### config.mk
export PLATFORM = sky130hd
export DESIGN_NAME = fnd_scan_controller_flat
export DESIGN_NICKNAME = d
export VERILOG_FILES = /design/src/rtl/fnd_scan_controller_if.sv /design/src/rtl/fnd_scan_controller.sv /design/src/flat_wrapper.sv
export SDC_FILE = /design/constraint.sdc
export NUM_CORES = 1
export LEC_CHECK = 0
export BUFFER_PORTS_ARGS = -buffer_cell sky130_fd_sc_hd__clkbuf_2
export CAP_MARGIN = 20
export CELL_PAD_IN_SITES_DETAIL_PLACEMENT = 0
export CELL_PAD_IN_SITES_GLOBAL_PLACEMENT = 1
export CORE_UTILIZATION = 47
export CTS_BUF_LIST = sky130_fd_sc_hd__clkbuf_4 sky130_fd_sc_hd__clkbuf_8
export CTS_CLUSTER_SIZE = 25
export DETAILED_ROUTE_END_ITERATION = 8
export PLACE_DENSITY_LB_ADDON = 0.12
export SLEW_MARGIN = 10
export SYNTH_ARGS = -nofsm -noshare
export SYNTH_HDL_FRONTEND = slang
export SYNTH_SLANG_ARGS = --single-unit
### constraint.sdc
create_clock -name i_clk -period 2.5 [get_ports i_clk]
set_clock_uncertainty 0.15 [all_clocks]
set_input_delay 0.125 -clock i_clk [delete_from_list [all_inputs] [get_ports i_clk]]
set_output_delay 0.125 -clock i_clk [all_outputs]
set_load 0.02 [all_outputs]
### src/rtl/fnd_scan_controller_if.sv
// Handshake and display bus between a load source, the scan controller and the FND decoder.
interface fnd_scan_controller_if;
  logic        i_load;
  logic [13:0] i_bin;
  logic        o_busy;
  logic        o_done;
  logic        o_ovf;
  logic [1:0]  o_digitSelect;
  logic [3:0]  o_value;
  logic        o_en;

  modport master (
    output i_load, i_bin,
    input  o_busy, o_done, o_ovf, o_digitSelect, o_value, o_en
  );

  modport slave (
    input  i_load, i_bin,
    output o_busy, o_done, o_ovf, o_digitSelect, o_value, o_en
  );
endinterface

### src/rtl/fnd_scan_controller.sv
// Binary-to-BCD converter (sequential double dabble) feeding a free-running 4-digit FND scan.
module fnd_scan_controller #(
  parameter int unsigned PRESCALE = 100000,
  parameter bit          BLANK_LZ = 1'b1
) (
  input  logic                   i_clk,
  input  logic                   i_reset_n,
  fnd_scan_controller_if.slave   fnd_io
);

  localparam int unsigned    CntW   = (PRESCALE > 1) ? $clog2(PRESCALE) : 1;
  localparam logic [CntW-1:0] CntMax = CntW'(PRESCALE - 1);
  localparam logic [13:0]    BinMax = 14'd9999;

  typedef enum logic [1:0] {StIdle, StShift, StDone} state_e;

  state_e          state_q, state_d;
  logic [13:0]     bin_q, bin_d;
  logic [15:0]     bcd_q, bcd_d;
  logic [3:0]      iter_q, iter_d;
  logic            ovf_q, ovf_d;
  logic            done_q, done_d;
  logic [15:0]     disp_q, disp_d;
  logic [15:0]     adj;

  logic [CntW-1:0] cnt_q, cnt_d;
  logic [1:0]      idx_q, idx_d;
  logic [1:0]      sel_q, sel_d;
  logic [3:0]      val_q, val_d;
  logic            en_q, en_d;
  logic            upper_zero;

  // Conversion FSM: latch clamped input, 14 add-3/shift steps, then publish to display reg.
  always_comb begin
    state_d = state_q;
    bin_d   = bin_q;
    bcd_d   = bcd_q;
    iter_d  = iter_q;
    ovf_d   = ovf_q;
    done_d  = 1'b0;
    disp_d  = disp_q;
    adj     = bcd_q;
    for (int i = 0; i < 4; i++) begin
      if (bcd_q[4*i +: 4] >= 4'd5) adj[4*i +: 4] = bcd_q[4*i +: 4] + 4'd3;
    end
    unique case (state_q)
      StIdle: begin
        if (fnd_io.i_load) begin
          bin_d   = (fnd_io.i_bin > BinMax) ? BinMax : fnd_io.i_bin;
          ovf_d   = (fnd_io.i_bin > BinMax);
          bcd_d   = '0;
          iter_d  = '0;
          state_d = StShift;
        end
      end
      StShift: begin
        // Top bit of the adjusted accumulator is always 0 for inputs <= 9999.
        {bcd_d, bin_d} = {adj[14:0], bin_q, 1'b0};
        iter_d = iter_q + 4'd1;
        if (iter_q == 4'd13) state_d = StDone;
      end
      StDone: begin
        disp_d  = bcd_q;
        done_d  = 1'b1;
        state_d = StIdle;
      end
      default: state_d = StIdle;
    endcase
  end

  // Scan: prescaler advances the digit index; outputs are registered from index and display.
  always_comb begin
    cnt_d = cnt_q + CntW'(1);
    idx_d = idx_q;
    if (cnt_q == CntMax) begin
      cnt_d = '0;
      idx_d = idx_q + 2'd1;
    end
    upper_zero = 1'b1;
    for (int i = 0; i < 4; i++) begin
      if (i >= int'(idx_q) && disp_q[4*i +: 4] != 4'd0) upper_zero = 1'b0;
    end
    sel_d = idx_q;
    val_d = disp_q[4*idx_q +: 4];
    en_d  = !(BLANK_LZ && (idx_q != 2'd0) && upper_zero);
  end

  // State registers with synchronous active-low reset.
  always_ff @(posedge i_clk) begin
    if (!i_reset_n) begin
      state_q <= StIdle;
      bin_q   <= '0;
      bcd_q   <= '0;
      iter_q  <= '0;
      ovf_q   <= 1'b0;
      done_q  <= 1'b0;
      disp_q  <= '0;
      cnt_q   <= '0;
      idx_q   <= '0;
      sel_q   <= '0;
      val_q   <= '0;
      en_q    <= 1'b1;
    end else begin
      state_q <= state_d;
      bin_q   <= bin_d;
      bcd_q   <= bcd_d;
      iter_q  <= iter_d;
      ovf_q   <= ovf_d;
      done_q  <= done_d;
      disp_q  <= disp_d;
      cnt_q   <= cnt_d;
      idx_q   <= idx_d;
      sel_q   <= sel_d;
      val_q   <= val_d;
      en_q    <= en_d;
    end
  end

  assign fnd_io.o_busy        = (state_q != StIdle);
  assign fnd_io.o_done        = done_q;
  assign fnd_io.o_ovf         = ovf_q;
  assign fnd_io.o_digitSelect = sel_q;
  assign fnd_io.o_value       = val_q;
  assign fnd_io.o_en          = en_q;

endmodule

### src/flat_wrapper.sv
// flat-port wrapper written by rule: the top's interface ports become plain ports
module fnd_scan_controller_flat 
#(
  parameter int unsigned PRESCALE = 100000,
  parameter bit          BLANK_LZ = 1'b1
)
  (i_clk, i_reset_n, fnd_io_i_load, fnd_io_i_bin, fnd_io_o_busy, fnd_io_o_done, fnd_io_o_ovf, fnd_io_o_digitSelect, fnd_io_o_value, fnd_io_o_en);
  fnd_scan_controller_if fnd_io_i ();
  input  logic i_clk;
  input  logic i_reset_n;
  input wire logic [$bits(fnd_io_i.i_load)-1:0] fnd_io_i_load;
  input wire logic [$bits(fnd_io_i.i_bin)-1:0] fnd_io_i_bin;
  output wire logic [$bits(fnd_io_i.o_busy)-1:0] fnd_io_o_busy;
  output wire logic [$bits(fnd_io_i.o_done)-1:0] fnd_io_o_done;
  output wire logic [$bits(fnd_io_i.o_ovf)-1:0] fnd_io_o_ovf;
  output wire logic [$bits(fnd_io_i.o_digitSelect)-1:0] fnd_io_o_digitSelect;
  output wire logic [$bits(fnd_io_i.o_value)-1:0] fnd_io_o_value;
  output wire logic [$bits(fnd_io_i.o_en)-1:0] fnd_io_o_en;
  assign fnd_io_i.i_load = fnd_io_i_load;
  assign fnd_io_i.i_bin = fnd_io_i_bin;
  assign fnd_io_o_busy = fnd_io_i.o_busy;
  assign fnd_io_o_done = fnd_io_i.o_done;
  assign fnd_io_o_ovf = fnd_io_i.o_ovf;
  assign fnd_io_o_digitSelect = fnd_io_i.o_digitSelect;
  assign fnd_io_o_value = fnd_io_i.o_value;
  assign fnd_io_o_en = fnd_io_i.o_en;
  fnd_scan_controller #(.PRESCALE(PRESCALE), .BLANK_LZ(BLANK_LZ)) u_core (.i_clk(i_clk), .i_reset_n(i_reset_n), .fnd_io(fnd_io_i));
endmodule
Word level (Yosys, flattened, before mapping)
Index checks and enable logic that the tools add are counted.
{ "op_classes": {"add_sub_neg": 7, "magnitude_cmp": 8, "n_eq_ne": 6, "n_shift": 1, "mux": 19, "bitwise_logic": 1, "n_reduce_logical": 17} }
{ "ops": {"columns": ["operator", "count"], "rows": [
  ["$pmux 16 s2", 1],
  ["$mux 14", 2],
  ["$pmux 14 s2", 1],
  ["$add 17x1->17 const B", 1],
  ["$eq 17x17->1 const B", 1],
  ["$ge 4x3->1 const B", 4],
  ["$mux 16", 1],
  ["$mux 4", 4],
  ["$reduce_bool 4->1", 4],
  ["$shiftx 16x5->4", 1],
  ["$gt 14x14->1 const B", 1],
  ["$add 4x2->4 const B", 3],
  ["$pmux 4 s2", 1],
  ["$reduce_and 2->1", 3],
  ["$reduce_bool 2->1", 3],
  ["$mux 1", 5],
  ["$add 4x1->4 const B", 1],
  ["$eq 4x4->1 const B", 1],
  ["$ge 1x2->1 const A", 2],
  ["$logic_and 1x1->1", 4],
  ["$mux 2", 2],
  ["$pmux 2 s2", 1],
  ["$add 3x2->3 const B", 1],
  ["$mux 3", 1],
  ["10 further kinds", 10]
]} }
{ "word_totals": {"register_bits": 80, "inputBits": 17, "out_inout_bits": 10, "word_cells": 71} }

Logic depth before layout (Yosys ltp)
{ "depth": {"ltp_word": 8, "ltp_mapped": 7, "depth_no_buf": 6} }

Least setup slack after synthesis
No wires, ideal clock.
{ "synth_path": {"kind": "register to register", "from": "reg u_core.cnt_q[13]", "to": "reg u_core.cnt_q[15]", "setup_time_ns": 0.115, "arrival_ns": 1.663, "path_slack_ns": 0.573, "path_stages_with_launch": 7, "path_buffers": 2, "synth_period_minus_slack_ns": 1.927, "path_cell_list": "dfxtp_1 > or4b_1 > or4_1 > buf_4 > nand2_8 > buf_12 > nor2_1"} }
{ "synth_via": {"elab_chain_len": 2} }
{ "synth_rtl": {"columns": ["item", "line", "text"], "rows": [
  ["start, declared", "fnd_scan_controller.sv:26", "logic [CntW-1:0] cnt_q, cnt_d;"],
  ["start signal, assigned", "fnd_scan_controller.sv:111", "cnt_q <= cnt_d;"],
  ["parallel branches: the longest is 2 deep, another holds $add 17x1->17", null, null]
]} }
Several ways; the timed one is not identified.
A chain may end at the register's enable or synchronous reset.

Worst setup path after layout
{ "layout_path": {"from": "reg u_core.cnt_q[13]", "to": "reg u_core.idx_q[1]"} }
{ "layout_via": {"elab_chain_len": 1} }
{ "layout_rtl": {"columns": ["item", "line", "text"], "rows": [
  ["$eq 17x17->1", "fnd_scan_controller.sv:75", "if (cnt_q == CntMax) begin"],
  ["end signal, assigned", "fnd_scan_controller.sv:112", "idx_q <= idx_d;"],
  ["end, declared", "fnd_scan_controller.sv:27", "logic [1:0] idx_q, idx_d;"]
]} }
No other way between the ends.

==> flow_summary.json <==
{
  "fin_crit_sh_pct": 82.92,
  "setup_slack_ps": 426.9,
  "synthFlopType": "dfxtp_1",
  "syn_avg_cell_area_um2": 8.602,
  "routabilityCongestion": 0.8019,
  "drive_above_1_share_pct": 13.54,
  "n_antenna_cell": 0,
  "r2r_slack_ps": 430,
  "worstReg2RegEnd": "u_core.idx_q[1]",
  "dp_slack_ps": 419.0,
  "synth_area_leaders": "dfxtp_1, a21oi_1, nand2_1",
  "die_h_um": 89.26,
  "grt_antenna_before_repair": 0,
  "ios": 27,
  "fmax_ghz": 0.4824,
  "synth_nets": 447,
  "cts_sinks": 80,
  "crit_path_end_kind": "flip-flop",
  "dpl.hpwl_mm": 5.051,
  "clock_path_buffers": 2,
  "slew_headroom_pct": 50.52,
  "grt_pass1_vias": 2668,
  "ys_types": 42,
  "grt_first_pass_wirelength_mm": 12.48,
  "ys_ff_latch": 80,
  "wirelength_mm": 7.485,
  "cts_tree": "yes",
  "setup_viol": 0,
  "drtIter0Drc": 75,
  "die-width_um": 89.26,
  "vias_per_cell": 5.237,
  "die_area_mm2": 0.007966,
  "grt-ovfl-total": 0,
  "status": "finished clean",
  "path_clk_slew_ps": 90,
  "yosysSeqAreaShare_pct": 44.76,
  "yosysMostFrequentCell": "dfxtp_1",
  "ctsRootBufferMaster": "clkbuf_8",
  "netlist_area_mm2": 0.003578,
  "n_fill_cell": 716,
  "whs_path_depth": 3,
  "synth_edf_count": 0,
  "cts_buffers": 9,
  "h-tree-depth": 3,
  "ys_async_sr_fraction_pct": 0,
  "worstSetupPathType": "reg2reg",
  "slew_violations": 0,
  "grt_usage_pct": 20.77,
  "cellLeakagePower_nw": 1.476,
  "post_cts_buffers": 0,
  "required_ps": 2580,
  "syn_to_final_growth_pct": 14.97,
  "path_max_fanout": 4,
  "cap_viol_max_count": 0,
  "row_count": 31,
  "synth_common_cells": "dfxtp_1, nand2_1, a21oi_1",
  "grt_setup_unrepaired": "false",
  "fin_tns_setup_ps": 0,
  "synthCells": 416,
  "startpoint_type": "flip-flop",
  "min_to": "u_core.iter_q[3]",
  "r2r_cells": 4,
  "drt-pass1-iter-count": 4,
  "ir_worst_vdd_mv": 0.2719,
  "final_hold_viol_count": 0,
  "vias": 2917,
  "finalNetCount": 484,
  "drc_errors": 0,
  "drtAntennaViolNets": 0,
  "clk_latency_ps": 350,
  "hold_class": "in2reg",
  "worstPathArrival_ps": 2150,
  "yosysTopAreaCell": "dfxtp_1",
  "yosysTopAreaCellShare_pct": 44.76,
  "ys_warn_count": 0,
  "wl_per_cell_um": 13.44,
  "initial_core_util_pct": 49.07,
  "power_density_mw_per_mm2": 581.4,
  "min_from": "i_reset_n",
  "io_buffers": 26,
  "fp.coreArea_mm2": 0.007292,
  "grt_max_degree": 51,
  "worstReg2RegStart": "u_core.cnt_q[13]",
  "min_period_ps": 2073,
  "tightest_slew_ps": 742.2
}
[placed cells by master, fill, tap and decap left out, types with 2 or more instances in the layout]
cell / instances
ha_1: 14
clkinvlp_4: 3
nor2b_1: 2
inv_6: 3
mux2_2: 4
and2_1: 4
o21ai_0: 17
nor2_1: 36
buf_4: 8
a22oi_1: 3
clkbuf_8: 9
nor4_1: 8
xnor2_1: 19
or4_1: 2
a21oi_1: 54
and3_1: 2
xor2_1: 4
nand2_1: 59
or3_1: 3
nand4_1: 5
inv_1: 14
nor3_1: 9
a41o_1: 4
dfxtp_1: 80
dlygate4sd3_1: 14
clkbuf_2: 26
mux4_2: 4
or4b_1: 2
a221oi_1: 6
nand2b_1: 6
nand3_1: 20
[routing by layer]
metal  vias up  track usage [%]  wire length, um
li1       1523                -                -
met1      1355            26.58             3639
met2        28            34.91             3561
met3        11            3.047              150
met4         0            9.091              134
met5         -                0                0
[sequential cells by signal, indices dropped and copies added (netlist names)]
signal / flops
u_core.bcd_q: 16
u_core.disp_q: 16
u_core.fnd_io.o_value: 4
u_core.iter_q: 4
u_core.fnd_io.o_en: 1
u_core.fnd_io.o_ovf: 1
u_core.state_q: 2
u_core.bin_q: 14
u_core.cnt_q: 17
u_core.fnd_io.o_digitSelect: 2
u_core.idx_q: 2
u_core.fnd_io.o_done: 1
[worst max-delay path by stage]
stage / slack, ps / to / from
final: 430 / u_core.idx_q[1] / u_core.cnt_q[13]
after global routing: 330 / u_core.idx_q[1] / u_core.cnt_q[12]
after global placement: 470 / u_core.idx_q[1] / u_core.cnt_q[13]
after detailed placement: 420 / u_core.idx_q[1] / u_core.cnt_q[13]
after floorplan: 570 / u_core.cnt_q[15] / u_core.cnt_q[13]
after CTS: 410 / u_core.idx_q[1] / u_core.cnt_q[13]
[through the flow]
stage	power, mW	area (um2)	util (%)	hold WS (ps)	instances
6_report	2.392	4114	56.42	86.67	557
5_1_grt	2.494	4114	56.42	103.9	557
4_1_cts	2.421	4114	56.42	80.23	557
3_5_place_dp	1.514	3790	51.97	238.6	527
3_3_place_gp	1.512	3790	51.97	235.8	527
2_1_floorplan	1.455	3578	-	115.3	416
[critical path, cell delays in order, from the launching register on]
cell and delay (ps):
dfxtp_1 340, or4b_1 520, or4_1 660, mux2i_1 230, nor2_1 50
[report_power, final]
part / switching, mW / internal, mW / total, mW
combinational: 0.110 / 0.0716 / 0.182
clock: 0.514 / 0.378 / 0.892
sequential: 0.0200 / 1.30 / 1.32
total: 0.644 / 1.75 / 2.39
[cell type report]
cell class,instances,area (um2),share of cell area (%)
Sequential cell,80,1602,38.93
Multi-Input combinational cell,299,1818,44.19
Clock inverter,7,60.06,1.460
Inverter,15,56.30,1.369
Clock buffer,9,123.9,3.011
Timing Repair Buffer,48,330.3,8.029
Tap cell,99,123.9,3.011
[kinds of logic after synthesis]
group	after synthesis	share of synthesized area (%)
XOR/XNOR	23	5.629
adder cells (fa/ha/maj)	14	4.895
multiplexers	9	4.056
AO/OA/AOI/OAI	89	14.20
AND/OR/NAND/NOR	164	22.03
flip-flops	80	44.76
buffers and inverters	37	4.440
[timing repair]
item	in CTS	in global routing
resized for setup	0	0
hold buffers	14	0
hold endpoints to repair	15	0
Power figures use the tool's default switching activity.
